`src/rtl/firctl_pkg.sv`:
```
// Shared constants, state encoding and counter widths for the FIR control/input stage.
package firctl_pkg;

  localparam int NTAPS     = 4;
  localparam int COEF_W    = 8;
  localparam int COEF_BITS = NTAPS * COEF_W;
  localparam int SAMPLE_W  = 8;
  localparam int TAP_CNT_W = $clog2(NTAPS);
  localparam int BIT_CNT_W = $clog2(COEF_BITS);

  typedef enum logic [2:0] {
    ST_IDLE,
    ST_CLR,
    ST_MAC,
    ST_COMMIT,
    ST_SHIFT,
    ST_FLUSH
  } firctl_state_t;

endpackage

```
`src/rtl/fir_sequencer_if.sv`:
```
// Handshake inputs and datapath control outputs of fir_sequencer.
// slave = the sequencer side, master = the upstream source / datapath side.
interface fir_sequencer_if;
  import firctl_pkg::*;

  logic [SAMPLE_W-1:0]  sampleIn;
  logic                 sampleValid;
  logic                 sampleReady;
  logic [COEF_BITS-1:0] coefWord;
  logic                 coefValid;
  logic                 coefReady;

  logic [SAMPLE_W-1:0]  a;
  logic [TAP_CNT_W-1:0] muxControl;
  logic                 clearAccum;
  logic                 dataEn;
  logic                 clearData;
  logic                 shiftEn;
  logic                 shiftIn;
  logic                 yValid;
  logic                 busy;

  modport slave (
    input  sampleIn, sampleValid, coefWord, coefValid,
    output sampleReady, coefReady, a, muxControl, clearAccum, dataEn,
           clearData, shiftEn, shiftIn, yValid, busy
  );

  modport master (
    output sampleIn, sampleValid, coefWord, coefValid,
    input  sampleReady, coefReady, a, muxControl, clearAccum, dataEn,
           clearData, shiftEn, shiftIn, yValid, busy
  );

endinterface

```
`src/rtl/firctl_piso.sv`:
```
// Coefficient serialiser: loads a 32-bit word and emits it MSB first while go_i is high.
// done_o flags the last bit so the sequencer can leave SHIFT on that edge.
module firctl_piso
  import firctl_pkg::*;
(
  input  logic                 clk,
  input  logic                 rst_n,
  input  logic                 load_i,
  input  logic [COEF_BITS-1:0] word_i,
  input  logic                 go_i,
  output logic                 shift_en_o,
  output logic                 shift_in_o,
  output logic                 done_o
);

  logic [COEF_BITS-1:0] word_q, word_d;
  logic [BIT_CNT_W-1:0] count_q, count_d;
  logic [COEF_BITS-1:0] word_rev;

  // Bit-reversed view so the running count indexes bit 31 first.
  for (genvar gi = 0; gi < COEF_BITS; gi++) begin : g_rev
    assign word_rev[gi] = word_q[COEF_BITS-1-gi];
  end

  always_comb begin
    word_d  = word_q;
    count_d = count_q;
    if (load_i) begin
      word_d  = word_i;
      count_d = '0;
    end else if (go_i) begin
      count_d = count_q + 1'b1;
    end
  end

  always_ff @(posedge clk or negedge rst_n) begin
    if (!rst_n) begin
      word_q  <= '0;
      count_q <= '0;
    end else begin
      word_q  <= word_d;
      count_q <= count_d;
    end
  end

  assign shift_en_o = go_i;
  assign shift_in_o = go_i & word_rev[count_q];
  assign done_o     = go_i && (count_q == BIT_CNT_W'(COEF_BITS - 1));

endmodule

```
`src/rtl/fir_sequencer.sv`:
```
// Control and input stage for the 4-tap FIR datapath: sample pass sequencing and coefficient load.
// Define FIRCTL_RELOAD_CLEAR_EN to clear the delay line and y (FLUSH state) after every reload.
module fir_sequencer
  import firctl_pkg::*;
(
  input  logic            ph1,
  input  logic            reset_n,
  fir_sequencer_if.slave  bus
);

  firctl_state_t        state_q, state_d;
  logic [TAP_CNT_W-1:0] tap_q, tap_d;
  logic [SAMPLE_W-1:0]  a_q, a_d;
  logic                 yvalid_q, yvalid_d;
  logic                 clear_data_q;

  logic                 idle;
  logic                 coef_ready;
  logic                 sample_ready;
  logic                 sample_acc;
  logic                 coef_acc;
  logic                 piso_load;
  logic                 piso_go;
  logic                 piso_done;
  logic                 piso_shift_en;
  logic                 piso_shift_in;

  logic [TAP_CNT_W-1:0] mux_sel;
  logic                 clear_accum;
  logic                 data_en;
  logic                 clear_data;

  // Ready stays low until the first edge after reset, so every output other than clearData is 0 in reset.
  assign idle         = (state_q == ST_IDLE);
  assign coef_ready   = idle && !clear_data_q;
  assign sample_ready = coef_ready && !bus.coefValid;
  assign sample_acc   = bus.sampleValid && sample_ready;
  assign coef_acc     = bus.coefValid && coef_ready;
  assign piso_go      = (state_q == ST_SHIFT);

  firctl_piso u_piso (
    .clk        (ph1),
    .rst_n      (reset_n),
    .load_i     (piso_load),
    .word_i     (bus.coefWord),
    .go_i       (piso_go),
    .shift_en_o (piso_shift_en),
    .shift_in_o (piso_shift_in),
    .done_o     (piso_done)
  );

  always_comb begin
    state_d   = state_q;
    tap_d     = tap_q;
    a_d       = a_q;
    yvalid_d  = 1'b0;
    piso_load = 1'b0;
    case (state_q)
      ST_IDLE: begin
        if (coef_acc) begin
          piso_load = 1'b1;
          state_d   = ST_SHIFT;
        end else if (sample_acc) begin
          a_d     = bus.sampleIn;
          state_d = ST_CLR;
        end
      end
      ST_CLR: begin
        tap_d   = '0;
        state_d = ST_MAC;
      end
      ST_MAC: begin
        tap_d = tap_q + 1'b1;
        if (tap_q == TAP_CNT_W'(NTAPS - 1)) begin
          state_d = ST_COMMIT;
        end
      end
      ST_COMMIT: begin
        yvalid_d = 1'b1;
        state_d  = ST_IDLE;
      end
      ST_SHIFT: begin
        if (piso_done) begin
`ifdef FIRCTL_RELOAD_CLEAR_EN
          state_d = ST_FLUSH;
`else
          state_d = ST_IDLE;
`endif
        end
      end
      ST_FLUSH: begin
        state_d = ST_IDLE;
      end
      default: begin
        state_d = ST_IDLE;
      end
    endcase
  end

  always_comb begin
    mux_sel     = '0;
    clear_accum = 1'b0;
    data_en     = 1'b0;
    clear_data  = clear_data_q;
    case (state_q)
      ST_CLR:    clear_accum = 1'b1;
      ST_MAC:    mux_sel     = tap_q;
      ST_COMMIT: begin
        mux_sel = TAP_CNT_W'(NTAPS - 1);
        data_en = 1'b1;
      end
      ST_FLUSH:  clear_data  = 1'b1;
      default:   ;
    endcase
  end

  always_ff @(posedge ph1 or negedge reset_n) begin
    if (!reset_n) begin
      state_q      <= ST_IDLE;
      tap_q        <= '0;
      a_q          <= '0;
      yvalid_q     <= 1'b0;
      clear_data_q <= 1'b1;
    end else begin
      state_q      <= state_d;
      tap_q        <= tap_d;
      a_q          <= a_d;
      yvalid_q     <= yvalid_d;
      clear_data_q <= 1'b0;
    end
  end

  assign bus.sampleReady = sample_ready;
  assign bus.coefReady   = coef_ready;
  assign bus.a           = a_q;
  assign bus.muxControl  = mux_sel;
  assign bus.clearAccum  = clear_accum;
  assign bus.dataEn      = data_en;
  assign bus.clearData   = clear_data;
  assign bus.shiftEn     = piso_shift_en;
  assign bus.shiftIn     = piso_shift_in;
  assign bus.yValid      = yvalid_q;
  assign bus.busy        = !idle;

endmodule

```
`src/flat_wrapper.sv`:
```
// flat-port wrapper written by rule: the top's interface ports become plain ports
module fir_sequencer_flat import firctl_pkg::*;
  (ph1, reset_n, bus_sampleIn, bus_sampleValid, bus_coefWord, bus_coefValid, bus_sampleReady, bus_coefReady, bus_a, bus_muxControl, bus_clearAccum, bus_dataEn, bus_clearData, bus_shiftEn, bus_shiftIn, bus_yValid, bus_busy);
  fir_sequencer_if bus_i ();
  input  logic ph1;
  input  logic reset_n;
  input wire logic [$bits(bus_i.sampleIn)-1:0] bus_sampleIn;
  input wire logic [$bits(bus_i.sampleValid)-1:0] bus_sampleValid;
  input wire logic [$bits(bus_i.coefWord)-1:0] bus_coefWord;
  input wire logic [$bits(bus_i.coefValid)-1:0] bus_coefValid;
  output wire logic [$bits(bus_i.sampleReady)-1:0] bus_sampleReady;
  output wire logic [$bits(bus_i.coefReady)-1:0] bus_coefReady;
  output wire logic [$bits(bus_i.a)-1:0] bus_a;
  output wire logic [$bits(bus_i.muxControl)-1:0] bus_muxControl;
  output wire logic [$bits(bus_i.clearAccum)-1:0] bus_clearAccum;
  output wire logic [$bits(bus_i.dataEn)-1:0] bus_dataEn;
  output wire logic [$bits(bus_i.clearData)-1:0] bus_clearData;
  output wire logic [$bits(bus_i.shiftEn)-1:0] bus_shiftEn;
  output wire logic [$bits(bus_i.shiftIn)-1:0] bus_shiftIn;
  output wire logic [$bits(bus_i.yValid)-1:0] bus_yValid;
  output wire logic [$bits(bus_i.busy)-1:0] bus_busy;
  assign bus_i.sampleIn = bus_sampleIn;
  assign bus_i.sampleValid = bus_sampleValid;
  assign bus_i.coefWord = bus_coefWord;
  assign bus_i.coefValid = bus_coefValid;
  assign bus_sampleReady = bus_i.sampleReady;
  assign bus_coefReady = bus_i.coefReady;
  assign bus_a = bus_i.a;
  assign bus_muxControl = bus_i.muxControl;
  assign bus_clearAccum = bus_i.clearAccum;
  assign bus_dataEn = bus_i.dataEn;
  assign bus_clearData = bus_i.clearData;
  assign bus_shiftEn = bus_i.shiftEn;
  assign bus_shiftIn = bus_i.shiftIn;
  assign bus_yValid = bus_i.yValid;
  assign bus_busy = bus_i.busy;
  fir_sequencer u_core (.ph1(ph1), .reset_n(reset_n), .bus(bus_i));
endmodule
```
`config.mk`:
```
export PLATFORM = sky130hd
export DESIGN_NAME = fir_sequencer_flat
export DESIGN_NICKNAME = d
export VERILOG_FILES = /design/src/rtl/firctl_pkg.sv /design/src/rtl/fir_sequencer_if.sv /design/src/rtl/firctl_piso.sv /design/src/rtl/fir_sequencer.sv /design/src/flat_wrapper.sv
export SDC_FILE = /design/constraint.sdc
export NUM_CORES = 1
export LEC_CHECK = 0
export CORE_UTILIZATION = 27
export CTS_BUF_LIST = sky130_fd_sc_hd__clkbuf_16
export DETAILED_ROUTE_END_ITERATION = 10
export PLACE_DENSITY = 0.5
export SYNTH_ARGS = -nofsm -noshare
export SYNTH_HDL_FRONTEND = slang
export SYNTH_HIERARCHICAL = 1
export SYNTH_SLANG_ARGS = --single-unit
```
`constraint.sdc`:
```
create_clock -name ph1 -period 2.3 [get_ports ph1]
set_input_delay 0.46 -clock ph1 [delete_from_list [all_inputs] [get_ports ph1]]
set_output_delay 0.46 -clock ph1 [all_outputs]
set_load 0.01 [all_outputs]
```
==> summary.md <==
| Metric | Value |
|---|---|
| Worst Reg-to-Reg Cells | `4` |
| Share of layout cells above drive strength 1 | `18.8%` |
| Die area | `9650 sq um` |
| R2R Setup Slk | `0.29 ns` |
| DR pass1 iterations | `6` |
| Layout area overhead | `37.4%` |
| Initial core utilization | `28.3%` |
| Root Driver | `clkbuf_16` |
| Vias in the first global route | `1,755` |
| Number of DRC markers in iteration 0 | `62` |
| Core Rows | `34` |
| # IOs | `63` |
| Main flop type after synthesis | `dfrtp_1` |
| Sink Count | `52` |
| Post-CTS Setup Inserts | `0` |
| Die span in y | `98.2 microns` |
| Pleak | `1.50 nW` |
| Chip width | `98.2 microns` |
| Number of enable flip-flop cells after synthesis | `0` |
| Slowest cell delay on critical path | `0.52 ns` |
| Post-DR wirelength/cell | `14.6 microns` |
| First-pass GRT wire length | `8.98 mm` |
| RSZ-0062 raised after global routing | `true` |
| Flop pwr share | `37.4%` |
| Sw Ratio | `31.0%` |
| Syn. warnings | `6` |
| Pwr Density | `1280 nW/um^2` |
| Hold Slack | `0.0909 ns` |
| Synth unique cells | `41` |
| CP Launch Type | `flip-flop` |
| Placed cell area | `3260 sq um` |
| Grt ovf | `0` |
| Failing checks | `negative setup slack` |
| Min-delay worst type | `in -> async` |
| Critical path class | `reg -> out` |
| Largest net degree at the start of global routing | `38` |
| Skew-Pair Late Insertion Delay | `0.29 ns` |
| Antenna violations before repair | `0` |
| Crit-path cells | `mux4_2 > mux2_4 > or3_1 > o311a_1 > buf_2` |
| Post-layout min period | `2.54 ns` |
| Worst path required time | `1.84 ns` |
| Slack of the critical path | `-0.242 ns` |
| Worst VDD drop | `0.363 mV` |
| Final net count | `296` |
| DRC violations left | `0` |
| Fin area | `3440 sq um` |
| Final Total Pwr | `4.40 mW` |
| CTS tree | `done` |
| Vias | `1,611` |
| Final wirelength | `5.23 mm` |
| Total CTS buffers | `5` |
| CTS max path bufs | `2` |
| Post-Syn Area per Cell | `13.9 sq um` |
| Internal power | `3.04 mW` |
| Critical path data arrival time | `2.08 ns` |
| Routed Antenna Nets | `0` |
| Crit path capture type | `primary output` |
| Synthesis-stage register bit count | `52` |
| Final Max Slew Viols | `0` |
| Max-cap violations | `0` |
| Input/output buffers | `62` |
| Max Clk Rate | `393 MHz` |
| GRT Overall Usage | `12.0%` |
| Clock power frac | `18.7%` |
| Final Hold Fails | `0` |
| Vias per inst | `4.50` |
| Fin util | `38.8%` |
| Cells after synthesis | `180` |
| N_diodes | `0` |
| Period utilization | `111%` |
| Status | `complete, but fails checks` |
| Worst-path clk slew | `0.07 ns` |
| Register area share after synthesis | `52.1%` |
| Final HPWL DP | `3.76 mm` |
| H-tree depth | `2` |
| GPL Wtd Cong | `0.750` |
| Register area | `1310 sq um` |
| Core area | `8850 sq um` |
| Final setup viols | `1` |
| Layout Skew | `0.00586 ns` |
| Synthesized area | `2500 sq um` |
| Crit-path max FO | `4` |
| Layout filler cell count | `874` |
| Async S/R FF share, synth | `100%` |
| Sw Pwr | `1.36 mW` |
| Syn nets | `227` |
| Critical path's slowest cell | `mux4_2` |
| Power share of the combinational group | `43.9%` |
| Area of the multi-input gates | `1070 sq um` |
layout by cell type, fill, tap and decap left out, types with 3 or more instances in the layout:
master / Yosys / layout
inv_1: 6 / 6
ha_1: 3 / 3
buf_2: 4 / 3
dfrtp_1: 51 / 49
nor3_1: 4 / 4
mux2_1: 34 / 33
mux4_2: 4 / 6
clkdlybuf4s50_1: 0 / 57
clkbuf_16: 0 / 5
mux2i_1: 7 / 7
nor2_1: 13 / 12
buf_4: 1 / 10
mux2_4: 8 / 10
a21oi_1: 3 / 3
critical path: cells and delay by family (launching register included):
kind	cells	cell delay, ns
mux	2	0.80
flops	1	0.41
simple gates	1	0.31
buf+inv	1	0.15
compound gates	1	0.13
synthesized netlist by cell type (3+ instances only):
library cell   n  area [sq um]
ha_1           3          37.5
mux2_1        34           383
mux4_2         4          90.1
inv_1          6          22.5
mux2_4         8           120
dfrtp_1       51          1280
a21oi_1        3          15.0
nor3_1         4          20.0
mux2i_1        7          70.1
clkbuf_1       3          11.3
buf_2          4          20.0
nor2_1        13          48.8
buf_6          4          45.0
flip-flops by register name, indices dropped and copies added (netlist names):
name	cells
u_core/u_piso/word_q	32
u_core/bus.a	8
u_core/u_piso/count_q	5
u_core/state_q	3
u_core/tap_q	2
u_core/bus.yValid	1
u_core/clear_data_q	1
stage by stage:
step                      std cells  setup slack [ns]  setup TNS [ns]
final                           358            -0.242          -0.242
after global placement          349            -0.285          -0.285
after floorplan                 180            0.0114               0
after global routing            358            -0.300          -0.300
after detailed placement        349            -0.323          -0.323
after CTS                       358            -0.253          -0.253
repair_timing:
item	4_1_cts	5_1_grt
gates resized for setup	12	5
cloned	1	0
pin swaps	0	3
hold buffers	0	0
setup endpoints to repair	3	4
endpoints found under the hold margin	0	0
final timing paths:
path | end | startpoint
min in group ph1 | u_core/u_piso/word_q[11] | u_core/u_piso/word_q[11]
worst max register to register | u_core/bus.a[5] | u_core/state_q[0]
worst max-delay path | bus_shiftIn | u_core/u_piso/count_q[0]
max in group asynchronous | u_core/u_piso/word_q[21] | reset_n
worst min-delay path | u_core/bus.a[3] | reset_n
worst min register to register | u_core/u_piso/word_q[11] | u_core/u_piso/word_q[11]
cell families after synthesis:
kind of cell             Yosys count  synth area share [%]
multiplexers                      56                  29.1
flip-flops                        52                  52.1
AND/OR/NAND/NOR                   31                  6.70
buffers and inverters             20                  5.45
AO/OA/AOI/OAI                     13                  3.65
XOR/XNOR                           4                  1.40
adder cells (fa/ha/maj)            3                  1.50
other                              1                 0.150
routing by layer:
layer	up-vias	part of all wire (%)	global-route usage (%)
li1	777	-	-
met1	799	48	15.9
met2	31	47	19.0
met3	4	3.8	2.93
met4	0	1.5	4.48
met5	-	0	0
area by class of cell:
class | count | share of cell area [%]
multi-input cells | 108 | 31.1
clock buffers | 5 | 3.64
inverters | 6 | 0.655
clock inverters | 3 | 1.09
well taps | 108 | 3.93
flip-flops and latches | 52 | 38.0
repair buffers | 76 | 21.6
power groups by stage:
stage / clock network, mW / logic [mW] / registers (mW)
2_1_floorplan: 0 / 1.31 / 1.57
3_3_place_gp: 0 / 1.90 / 1.64
3_5_place_dp: 0 / 1.92 / 1.65
4_1_cts: 0.858 / 1.94 / 1.65
5_1_grt: 0.898 / 2.11 / 1.72
6_report: 0.823 / 1.93 / 1.64
Note: power is estimated with default switching activity, not from simulation.
